===== src/rtl/lsu_pkg.sv =====
// rtl/lsu_pkg.sv - shared encodings, FSM state type and width constants for the load/store unit
package lsu_pkg;

    localparam int LSU_ADDR_W     = 32;
    localparam int LSU_MEM_ADDR_W = LSU_ADDR_W - 2;

    // req_size encodings; 2'd3 is illegal
    localparam logic [1:0] SZ_B = 2'd0;
    localparam logic [1:0] SZ_H = 2'd1;
    localparam logic [1:0] SZ_W = 2'd2;

    typedef enum logic [2:0] {
        IDLE,
        RD_REQ,
        RD_WAIT,
        WR_REQ,
        RESP
    } lsu_state_t;

endpackage


===== src/rtl/lsu_lane.sv =====
// rtl/lsu_lane.sv - combinational byte/half lane extract+extend for loads and merge for stores
//   size        : access size (SZ_B/SZ_H/SZ_W)
//   addr_lo     : byte offset within the word
//   is_unsigned : zero-extend loads instead of sign-extending
//   rword       : word read from memory
//   wdata       : right-aligned store data
//   ldata       : extended load result
//   mword       : rword with the addressed lane replaced by wdata (word size: wdata)
module lsu_lane
    import lsu_pkg::*;
(
    input  logic [1:0]  size,
    input  logic [1:0]  addr_lo,
    input  logic        is_unsigned,
    input  logic [31:0] rword,
    input  logic [31:0] wdata,
    output logic [31:0] ldata,
    output logic [31:0] mword
);

    logic [31:0] shifted;
    logic [7:0]  bsel;
    logic [15:0] hsel;

    always_comb begin
        shifted = rword >> {addr_lo, 3'b000};
        bsel    = shifted[7:0];
        hsel    = addr_lo[1] ? rword[31:16] : rword[15:0];
        ldata   = rword;
        mword   = wdata;
        case (size)
            SZ_B: begin
                ldata = {{24{~is_unsigned & bsel[7]}}, bsel};
                mword = rword;
                mword[{addr_lo, 3'b000} +: 8] = wdata[7:0];
            end
            SZ_H: begin
                ldata = {{16{~is_unsigned & hsel[15]}}, hsel};
                mword = rword;
                mword[{addr_lo[1], 4'b0000} +: 16] = wdata[15:0];
            end
            default: begin
                ldata = rword;
                mword = wdata;
            end
        endcase
    end

endmodule


===== src/rtl/lsu_ctrl.sv =====
// rtl/lsu_ctrl.sv - load/store controller FSM between core requests and a word-wide memory port
//   Build option: LSU_RMW_EN enables read-modify-write sub-word stores; otherwise they error.
//   clk, rst         : clock, synchronous active-high reset
//   req_*            : core request (valid/ready handshake), latched on acceptance
//   rsp_valid/rdata/err : single-cycle completion, no backpressure
//   mem_req/we/addr/wdata, mem_gnt : memory request held until granted
//   mem_rvalid/rdata : read return, only honoured while waiting for it
module lsu_ctrl
    import lsu_pkg::*;
#(
    parameter int ADDR_W = LSU_ADDR_W
) (
    input  logic              clk,
    input  logic              rst,
    input  logic              req_valid,
    output logic              req_ready,
    input  logic              req_we,
    input  logic [1:0]        req_size,
    input  logic              req_unsigned,
    input  logic [ADDR_W-1:0] req_addr,
    input  logic [31:0]       req_wdata,
    output logic              rsp_valid,
    output logic [31:0]       rsp_rdata,
    output logic              rsp_err,
    output logic              mem_req,
    output logic              mem_we,
    output logic [ADDR_W-3:0] mem_addr,
    output logic [31:0]       mem_wdata,
    input  logic              mem_gnt,
    input  logic              mem_rvalid,
    input  logic [31:0]       mem_rdata
);

`ifdef LSU_RMW_EN
    localparam logic RMW_EN = 1'b1;
`else
    localparam logic RMW_EN = 1'b0;
`endif

    lsu_state_t        state, state_n;
    logic [ADDR_W-1:0] addr_q;
    logic [1:0]        size_q;
    logic              we_q;
    logic              uns_q;
    logic              err_q;
    logic [31:0]       wdata_q;
    logic [31:0]       rdata_q;
    logic              accept;
    logic              req_bad;
    logic [31:0]       ldata;
    logic [31:0]       mword;

    assign accept = req_valid && req_ready;

    // Rejected requests never touch memory: bad size, misalignment, or a
    // sub-word store when the read-modify-write path is not built in.
    assign req_bad = (req_size == 2'd3)
                  || (req_size == SZ_H && req_addr[0])
                  || (req_size == SZ_W && req_addr[1:0] != 2'b00)
                  || (req_we && req_size != SZ_W && !RMW_EN);

    lsu_lane u_lane (
        .size        (size_q),
        .addr_lo     (addr_q[1:0]),
        .is_unsigned (uns_q),
        .rword       (rdata_q),
        .wdata       (wdata_q),
        .ldata       (ldata),
        .mword       (mword)
    );

    // Address only changes on acceptance, so it is stable for the whole request.
    assign mem_addr = addr_q[ADDR_W-1:2];

    always_ff @(posedge clk) begin
        if (rst) begin
            state   <= IDLE;
            addr_q  <= '0;
            size_q  <= SZ_B;
            we_q    <= 1'b0;
            uns_q   <= 1'b0;
            err_q   <= 1'b0;
            wdata_q <= '0;
            rdata_q <= '0;
        end else begin
            state <= state_n;
            if (accept) begin
                addr_q  <= req_addr;
                size_q  <= req_size;
                we_q    <= req_we;
                uns_q   <= req_unsigned;
                err_q   <= req_bad;
                wdata_q <= req_wdata;
            end
            if (state == RD_WAIT && mem_rvalid) begin
                rdata_q <= mem_rdata;
            end
        end
    end

    always_comb begin
        state_n   = state;
        req_ready = 1'b0;
        mem_req   = 1'b0;
        mem_we    = 1'b0;
        mem_wdata = '0;
        rsp_valid = 1'b0;
        rsp_err   = 1'b0;
        rsp_rdata = '0;
        case (state)
            IDLE: begin
                req_ready = 1'b1;
                if (req_valid) begin
                    if (req_bad)                        state_n = RESP;
                    else if (req_we && req_size == SZ_W) state_n = WR_REQ;
                    else                                 state_n = RD_REQ;
                end
            end
            RD_REQ: begin
                mem_req = 1'b1;
                if (mem_gnt) state_n = RD_WAIT;
            end
            RD_WAIT: begin
                // A sub-word store comes through here to fetch the word to merge into.
                if (mem_rvalid) state_n = we_q ? WR_REQ : RESP;
            end
            WR_REQ: begin
                mem_req   = 1'b1;
                mem_we    = 1'b1;
                mem_wdata = mword;
                if (mem_gnt) state_n = RESP;
            end
            RESP: begin
                rsp_valid = 1'b1;
                rsp_err   = err_q;
                rsp_rdata = (err_q || we_q) ? 32'h0 : ldata;
                state_n   = IDLE;
            end
            default: state_n = IDLE;
        endcase
    end

endmodule


===== config.mk =====
export PLATFORM = sky130hd
export DESIGN_NAME = lsu_ctrl
export DESIGN_NICKNAME = d
export VERILOG_FILES = /design/src/rtl/lsu_pkg.sv /design/src/rtl/lsu_lane.sv /design/src/rtl/lsu_ctrl.sv
export SDC_FILE = /design/constraint.sdc
export NUM_CORES = 1
export LEC_CHECK = 0
export ABC_AREA = 1
export CORE_ASPECT_RATIO = 0.8
export CORE_UTILIZATION = 40
export CTS_CLUSTER_SIZE = 10
export DETAILED_ROUTE_END_ITERATION = 6
export PLACE_DENSITY_LB_ADDON = 0.1
export SLEW_MARGIN = 20
export SYNTH_ARGS = -nofsm -noshare
export SYNTH_HDL_FRONTEND = slang
export SYNTH_SLANG_ARGS = --single-unit
export TNS_END_PERCENT = 5

===== constraint.sdc =====
create_clock -name clk -period 2.1 [get_ports clk]
set_clock_uncertainty 0.1 [all_clocks]
set_input_delay 0.21 -clock clk [delete_from_list [all_inputs] [get_ports clk]]
set_output_delay 0.21 -clock clk [all_outputs]
set_load 0.03 [all_outputs]

# Word-level counts from Yosys, hierarchy flattened
# Cells that the tools add are included.
[op_classes]
mux = 21
bitwise_logic = 3
shift = 5
addsub = 2
n_reduce_logical = 15
n_lt_le_gt_ge = 0
eq_ne = 13
n_div = 0
n_mul = 0
[op_table]
columns = ["cell", "count"]
rows = [
  ["one-hot mux 32 bit (2 select lines)", 2],
  ["2-to-1 mux 32 bit", 3],
  ["bitwise mux 32 bit", 2],
  ["variable shift 16 x 7 -> 32 bit (first input constant)", 1],
  ["variable shift 8 x 7 -> 32 bit (first input constant)", 1],
  ["indexed part select 16 x 7 -> 32 bit", 1],
  ["indexed part select 8 x 7 -> 32 bit", 1],
  ["right shift 32 x 5 -> 8 bit", 1],
  ["2-to-1 mux 3 bit", 6],
  ["2-to-1 mux 16 bit", 1],
  ["negator 5 -> 7 bit", 2],
  ["one-hot mux 3 bit (4 select lines)", 1],
  ["inequality test 2 bit (second input constant)", 5],
  ["== test 3 x 2 -> 1 bit (second input constant)", 2],
  ["logical AND 1 bit", 6],
  ["2-to-1 mux 1 bit", 5],
  ["== test 2 x 1 -> 1 bit (second input constant)", 2],
  ["== test 2 bit (second input constant)", 2],
  ["logical OR 1 bit", 4],
  ["AND reduction 4 bit", 1],
  ["== test 3 x 1 -> 1 bit (second input constant)", 1],
  ["== test 3 bit (second input constant)", 1],
  ["zero test 3 bit", 1],
  ["bitwise AND 1 bit", 2],
  ["5 further kinds", 5],
]
[totals]
input_bits = 105
mem_bits_ro = 0
memories = 0
latchBits = 0
wordCells = 67
ramBits = 0
regBits = 104

# Depth between registers and ports, before layout
[depth]
ltp_word = 8
mapped_depth = 9
mapped_depth_nobuf = 9

# Cells and area by module
# A second synthesis with hierarchy kept.
[unflattened]
cells_unflattened = 1088
area_unflattened_um2 = 6475.0
[by_module_without_submodules]
columns = ["module", "instances", "area_each_um2", "cells_each", "seq_area_each_um2"]
rows = [
  ["lsu_ctrl", 1, 4579.4, 654, 2082.0],
  ["lsu_lane", 1, 1895.6, 434, 0.0],
]

# Worst setup path before layout
# Ideal clock, no wire load.
[synth_timing]
path_type = "register to output"
startpoint = "register addr_q[1]"
endpoint = "output mem_wdata[5]"
t_arrival_ns = 2.394
path_stages_with_launch = 10
n_path_buf = 2
path_slack_ns = -0.604
cell_sequence = "dfxtp_1 inv_1 buf_2 ha_1 clkbuf_1 inv_1 nand2_1 nor2_1 a21oi_1 nor3_1"
[synth_between]
elab_chain_len = 5
[synth_rtl]
columns = ["element", "line_no", "source"]
rows = [
  ["start, declared", "lsu_ctrl.sv:41", "logic [ADDR_W-1:0] addr_q;"],
  ["start signal, assigned", "lsu_ctrl.sv:88", "addr_q <= req_addr;"],
  ["negator 5 -> 7 bit, on equally long branches", "lsu_lane.sv:40, lsu_lane.sv:35", ""],
  ["indexed part select 16 x 7 -> 32 bit (tied with other cells)", "lsu_lane.sv:40", "mword[{addr_lo[1], 4'b0000} +: 16] = wdata[15:0];"],
  ["bitwise mux 32 bit, on equally long branches", "lsu_lane.sv:40, lsu_lane.sv:35", ""],
  ["one-hot mux 32 bit (2 select lines) *", "lsu_lane.sv:31", "case (size)"],
  ["2-to-1 mux 32 bit *", "lsu_ctrl.sv:110", "case (state)"],
  ["end, declared", "lsu_ctrl.sv:28", "output logic [31:0] mem_wdata,"],
]
# Every way passes the cells marked *; elsewhere a longest branch is shown, timed or not.

# Final worst setup path
[layout_timing]
startpoint = "register addr_q[1]"
endpoint = "output mem_wdata[24]"
# Same word-level chain as after synthesis.

==> impl_results.md <==
* Combinational power share at slightly below 40%
* Syn Inst Count at 883
* Layout cells sized above 1 at between 20% and 30%
* Post-synthesis net count at between 900 and 1000
* Max-cap viol count at 0
* Switching Fraction at between 30% and 40%
* Worst vdd ir at 0.499 mV
* Top Ports at around 200
* Critical path class: register to primary output
* Worst hold slack at roughly 0.21 ns
* Reg2reg end: addr_q[8]$_SDFFE_PP0P_
* Worst slew pin tran at between 0.5 and 0.6 ns
* CTS buffer count at 9
* Status: finished, violations left
* Crit path time final at approximately 2.3 ns
* Remaining Overflow, GRT at 0
* Worst-path clk slew at ~0.070 ns
* Post-synthesis area per instance at 6.90 sq um
* Multi-input gate area at 3660 sq um
* Hold bufs inserted after CTS at 0
* DR vias/cell at between 5 and 6
* Global-route wire length before repair at 34400 um
* FF-to-FF setup slack at 0.27 ns
* Final slew viol count at 0
* Total Power at 6.82 mW
* Die Height at around 110 um
* Core Rows at 39
* Crit path setup slack, layout at -0.169 ns
* DRC Markers at 0
* CP endpoint kind: primary output
* Crit path max fanout at 6
* Mapped Area at ~6000 sq um
* Total clock sinks at about 100
* Count of different cell masters after synthesis at 32
* WL per Instance at approximately 18 um
* Die area at around 16000 sq um
* Critical Path AT at 1.96 ns
* Area grow syn2layout at 51.8%
* RR Startpoint: state[1]$_SDFFE_PP0P_
* Cell leakage power at between 3 and 4 nW
* First-pass DRT Iterations at 5
* Starting Density at between 40% and 50%
* Yosys reg bits at approximately 100
* Reg area at ~2100 sq um
* Slew headroom at between 60 and 70%
* Post-synth top area share at between 30% and 40%
* Port bufs at between 200 and 250
* Largest net degree at the start of global routing at 56
* Final period util at 108%
* Die width at 140 um
* Startpoint types: register
* Hold Path Class: primary input to register
* Filler cell count at 1285
* Reg2Reg Depth at 6
* Diodes inserted at 0
* Net Sw Power at 2.60 mW
* Fin. Hold Viols at 0
* Nets at 1151
* H-Tree Level Count at 3
* Core box area at around 15000 sq um
* Post-place setup slack at 0.118 ns
* Gr usage total at about 28%
* DR iter-0 viols at around 700
* Sequential share of the synthesized area at between 30% and 40%
* FMAX at ~440 MHz
* Hold EP: wdata_q[17]$_SDFFE_PP0P_
* GR met3 Demand/Resource at 6.57%
* Final setup fails at 54
* Drt total wl at 22000 um
* Min-delay src: rst
* CTS tree: built
* GPL Wtd Cong at approximately 0.9
* Failing checks: setup timing
* Pint at about 4.2 mW
* Root Driver: clkbuf_16
* Register share of total power at a little over a third
* Clock Latency Late Sink at 0.35 ns
* PwrDens at 737 nW/um^2
* GRT Max-Usage Layer: met2
* Dpl cells at about 1200
* Vias post-DR at between 6000 and 7000
* Finished Layout Cells at ~1200
* Clock power share at roughly a quarter
* Largest cells by area after synthesis: dfxtp_1 (34%), a21oi_1 (9.4%), nand2_1 (6.6%), nor2_1 (6.2%), a211oi_1 (5.8%)
* Yosys warns at 0
* RSZ-0062 raised after global routing: true
* Area leader, netlist: dfxtp_1
* Met1 GRT Util at about two fifths
* Hpwl dp at around 15000 um
* Initial antenna violation count at 0
* GR met2 Demand/Resource at between 40% and 50%
* CTS Buffer Depth at 2
* Hold Path Stages at 2
* Req. time, crit path at 1.79 ns
* Final ANT Viol Nets at 0
* Vias in the first global route at 6405
-- worst max-delay path by stage --
stage	slack, ns	end	startpoint
finish	-0.17	mem_wdata[24]	addr_q[1]$_SDFFE_PP0P_
global placement	0.13	mem_wdata[16]	addr_q[1]$_SDFFE_PP0P_
CTS	-0.17	mem_wdata[29]	addr_q[1]$_SDFFE_PP0P_
floorplan	-0.02	mem_wdata[26]	state[0]$_SDFFE_PP0P_
global route	-0.28	mem_wdata[31]	addr_q[1]$_SDFFE_PP0P_
detailed placement	0.12	mem_wdata[6]	addr_q[0]$_SDFFE_PP0P_
-- routing by layer --
layer	wire length [um]	vias up
li1	-	3389
met1	9920	3154
met2	9510	338
met3	2160	37
met4	424	0
met5	0	-
-- cells in the final DEF (no fill, tap or decap), drive strengths merged, types with 11 or more instances in the layout --
cell type / Yosys / routed
clkdlybuf4s50: 0 / 135
a21oi: 115 / 115
buf: 60 / 115
nand2: 109 / 109
dfxtp: 104 / 104
nor2: 103 / 103
o21ai: 71 / 71
inv: 66 / 68
nand3: 65 / 66
a211oi: 48 / 48
o211ai: 25 / 25
o221ai: 19 / 19
a31oi: 19 / 19
nand4: 11 / 11
clkbuf: 45 / 11
-- cell families (layout without fill, tap and decap cells) --
| logic type | after synthesis | in the layout | synth area share [%] |
|---|---|---|---|
| DFF | 104 | 104 | 34.1 |
| AOI/OAI and AO/OA | 309 | 309 | 30.6 |
| buffers and inverters | 171 | 333 | 13.1 |
| and+or+nand+nor | 294 | 295 | 21.1 |
| adders and majority gates | 5 | 5 | 1.03 |
-- worst max-delay path, stage by stage (launching register included) --
cell	delay [ns]
dfxtp_4	0.38
inv_6	0.05
ha_4	0.16
inv_4	0.06
buf_12	0.11
buf_12	0.12
nand3_4	0.06
o21ai_2	0.13
o211ai_1	0.11
a31oi_2	0.27
buf_12	0.16
-- metrics by stage --
step / utilization, % / TNS (ns) / area [sq um]
finish: 63.4 / -6.13 / 9260
global route: 63.4 / -11.18 / 9260
CTS: 62.3 / -6.28 / 9090
detailed placement: 57.9 / 0 / 8450
global placement: 57.9 / 0 / 8450
floorplan: - / -0.389 / 6310
-- layout make-up --
type,count,share of cell area [%]
repair buffers,251,29.1
inverters,66,2.92
clock inverters,5,0.676
well taps,184,2.49
clock buffers,11,2.62
flip-flops and latches,104,22.6
multi-input cells,609,39.6
-- power by group through the flow --
stage	combinational [mW]	sequential, mW	clock, mW
after floorplan	1.61	2.33	0
after global placement	2.31	2.39	0
after detailed placement	2.32	2.39	0
after CTS	2.57	2.37	1.81
after global routing	2.89	2.40	1.88
final	2.67	2.38	1.76
-- sequential cells by signal (all words and copies together) (netlist names) --
signal and flops:
size_q 2, state 3, err_q 1, addr_q 32, we_q 1, wdata_q 32, rdata_q 32, uns_q 1
-- Yosys cell counts (all sizes together) --
| master | n |
|---|---|
| dfxtp | 104 |
| nand4 | 11 |
| nand2 | 109 |
| nand3b | 1 |
| o221ai | 19 |
| nor3 | 5 |
| o22ai | 7 |
| buf | 60 |
| inv | 66 |
| ha | 5 |
| a21oi | 115 |
| clkbuf | 45 |
| o21ai | 71 |
| a221oi | 5 |
| nor2 | 103 |
| a31oi | 19 |
| a211oi | 48 |
| o211ai | 25 |
| nand3 | 65 |
-- repair_timing --
action | 4_1_cts | 5_1_grt
setup endpoints to repair | 65 | 66
gates cloned | 2 | 1
gates resized for setup | 66 | 50
buffers inserted | 7 | 0
pin swaps | 22 | 28
Power figures use the tool's default switching activity.
==> RTL change (same flow settings) <==
The 5 states of `lsu_state_t` get a one-hot encoding in 5 bits.
--- a/src/rtl/lsu_pkg.sv
+++ b/src/rtl/lsu_pkg.sv
@@ -9,12 +9,12 @@
     localparam logic [1:0] SZ_H = 2'd1;
     localparam logic [1:0] SZ_W = 2'd2;
 
-    typedef enum logic [2:0] {
-        IDLE,
-        RD_REQ,
-        RD_WAIT,
-        WR_REQ,
-        RESP
+    typedef enum logic [4:0] {
+        IDLE    = 5'b00001,
+        RD_REQ  = 5'b00010,
+        RD_WAIT = 5'b00100,
+        WR_REQ  = 5'b01000,
+        RESP    = 5'b10000
     } lsu_state_t;
 
 endpackage
Check against the original RTL: no difference found for any inputs over 10 cycles, from zero or initial values and one cycle with rst high; not proved beyond that.
==> RTL change against the unedited design <==
The flow still finishes with violations (setup timing). Via count is 2.3% higher. Synthesized area is 2.9% higher. Cell area is 3.5% higher. Worst setup slack better by 0.022 ns. Total power is 42% higher. Core utilization is 0.27 points lower. Sequential cell count is 2 higher. Routed wire length is 2.8% higher. First-iteration DRC count is 4.8% lower. Synthesized cell count is 6.2% higher. Critical path type unchanged. Highest routed layer unchanged.
==> RTL change: results (changes against the unedited design) <==
Worst setup path
  • Crit path max-delay family: flip-flops
  • CP endpoint: mem_wdata[7]
  • Crit Path Max Fanout: 8 (+2)
  • Origin of the critical flop-to-flop path: state[2]$_SDFFE_PP0P_
  • R2R Setup Slk: 0.22 ns (-0.05 ns)
  • R2R cell count: 8 (+2)

Placement
  • Cells after DPL: 1308 (+8.6%)
  • Post-DP HPWL: 16160 um (+4.5%)

Pwr
  • Sw frac: 0.4464 (+0.06573)
  • Leakage: 3.497 nW (+6.9%)

Global route
  • Via count of the first global-routing pass: 6549 (+2.2%)
  • First-pass GRT wire length: 35160 um (+2.3%)
  • GRT Util Overall: 0.2804 (+0.001976)

Routing
  • Vias/cell: 5.300 (-5.8%)
  • TritonRoute pass-1 iters: 7 (+2)

Worst hold path
  • Hold Path Sink: addr_q[28]$_SDFFE_PP0P_
  • Min-Delay Startpoint: req_valid
  • Hold Path Cell Cnt: 3 (+1)

Timing
  • Final setup fails: 57 (+5.6%)
  • Final WS setup: -0.1467 ns (+0.02203 ns)

Synth
  • Compound-Gate Fraction of Synth Area: 0.2641 (-0.04227)
  • Adder-Cell Fraction of Synth Area: 0.009974 (-0.0002866)
  • Seq/Total Area, Yosys: 0.3383 (-0.003153)

Run status
  • Failing checks: setup timing
  • Status: complete, but fails checks

Finish
  • Fin nets: 1230 (+6.9%)
RTL change: final cells by class:
type	instances	area, um^2	share of cell area
Inverter	73	287.8	0.03005
Timing Repair Buffer	269	2844	0.2969
Multi-Input combinational cell	660	3737	0.3902
Clock inverter	4	57.56	0.006009
Timing Repair inverter	1	7.507	0.0007838
Sequential cell	106	2135	0.2229
Tap cell	210	262.8	0.02743
Clock buffer	12	246.5	0.02573
RTL change: stage by stage:
stage / hold slack (ns) / worst slack (ns) / util
6_report: 0.09381 / -0.1467 / 0.6316
2_1_floorplan: 0.2521 / -0.02207 / -
4_1_cts: 0.08888 / -0.1119 / 0.6279
3_5_place_dp: 0.3445 / 0.07142 / 0.5752
3_3_place_gp: 0.3385 / 0.09284 / 0.5752
5_1_grt: 0.1022 / -0.2197 / 0.6316
RTL change: timing repair:
action	CTS	global route
resized for setup	126	19
gates cloned	3	0
pin swaps	17	5
buffers inserted	8	0
hold buffers	0	0
endpoints found under the setup margin	66	65
RTL change: layer usage:
layer	GRT usage	vias to the layer above	share of wire
li1	-	3536	-
met1	0.3958	3229	0.46
met2	0.4258	283	0.44
met3	0.06549	28	0.079
met4	0.07384	0	0.018
met5	0	-	0
RTL change: cells by family (layout without fill, tap and decap cells):
logic type / count (synthesis) / count (layout)
AND/OR/NAND/NOR: 351 / 351
AO/OA/AOI/OAI: 304 / 304
adder cells (fa/ha/maj): 5 / 5
buffers and inverters: 172 / 359
flip-flops: 106 / 106
RTL change: power by group through the flow:
stage	Combinational [W]	Clock, W	Sequential [W]
floorplan	0.00325	0	0.00271
global route	0.00556	0.00190	0.00283
finish	0.00512	0.00178	0.00278
detailed placement	0.00457	0	0.00278
global placement	0.00454	0	0.00277
CTS	0.00502	0.00182	0.00277
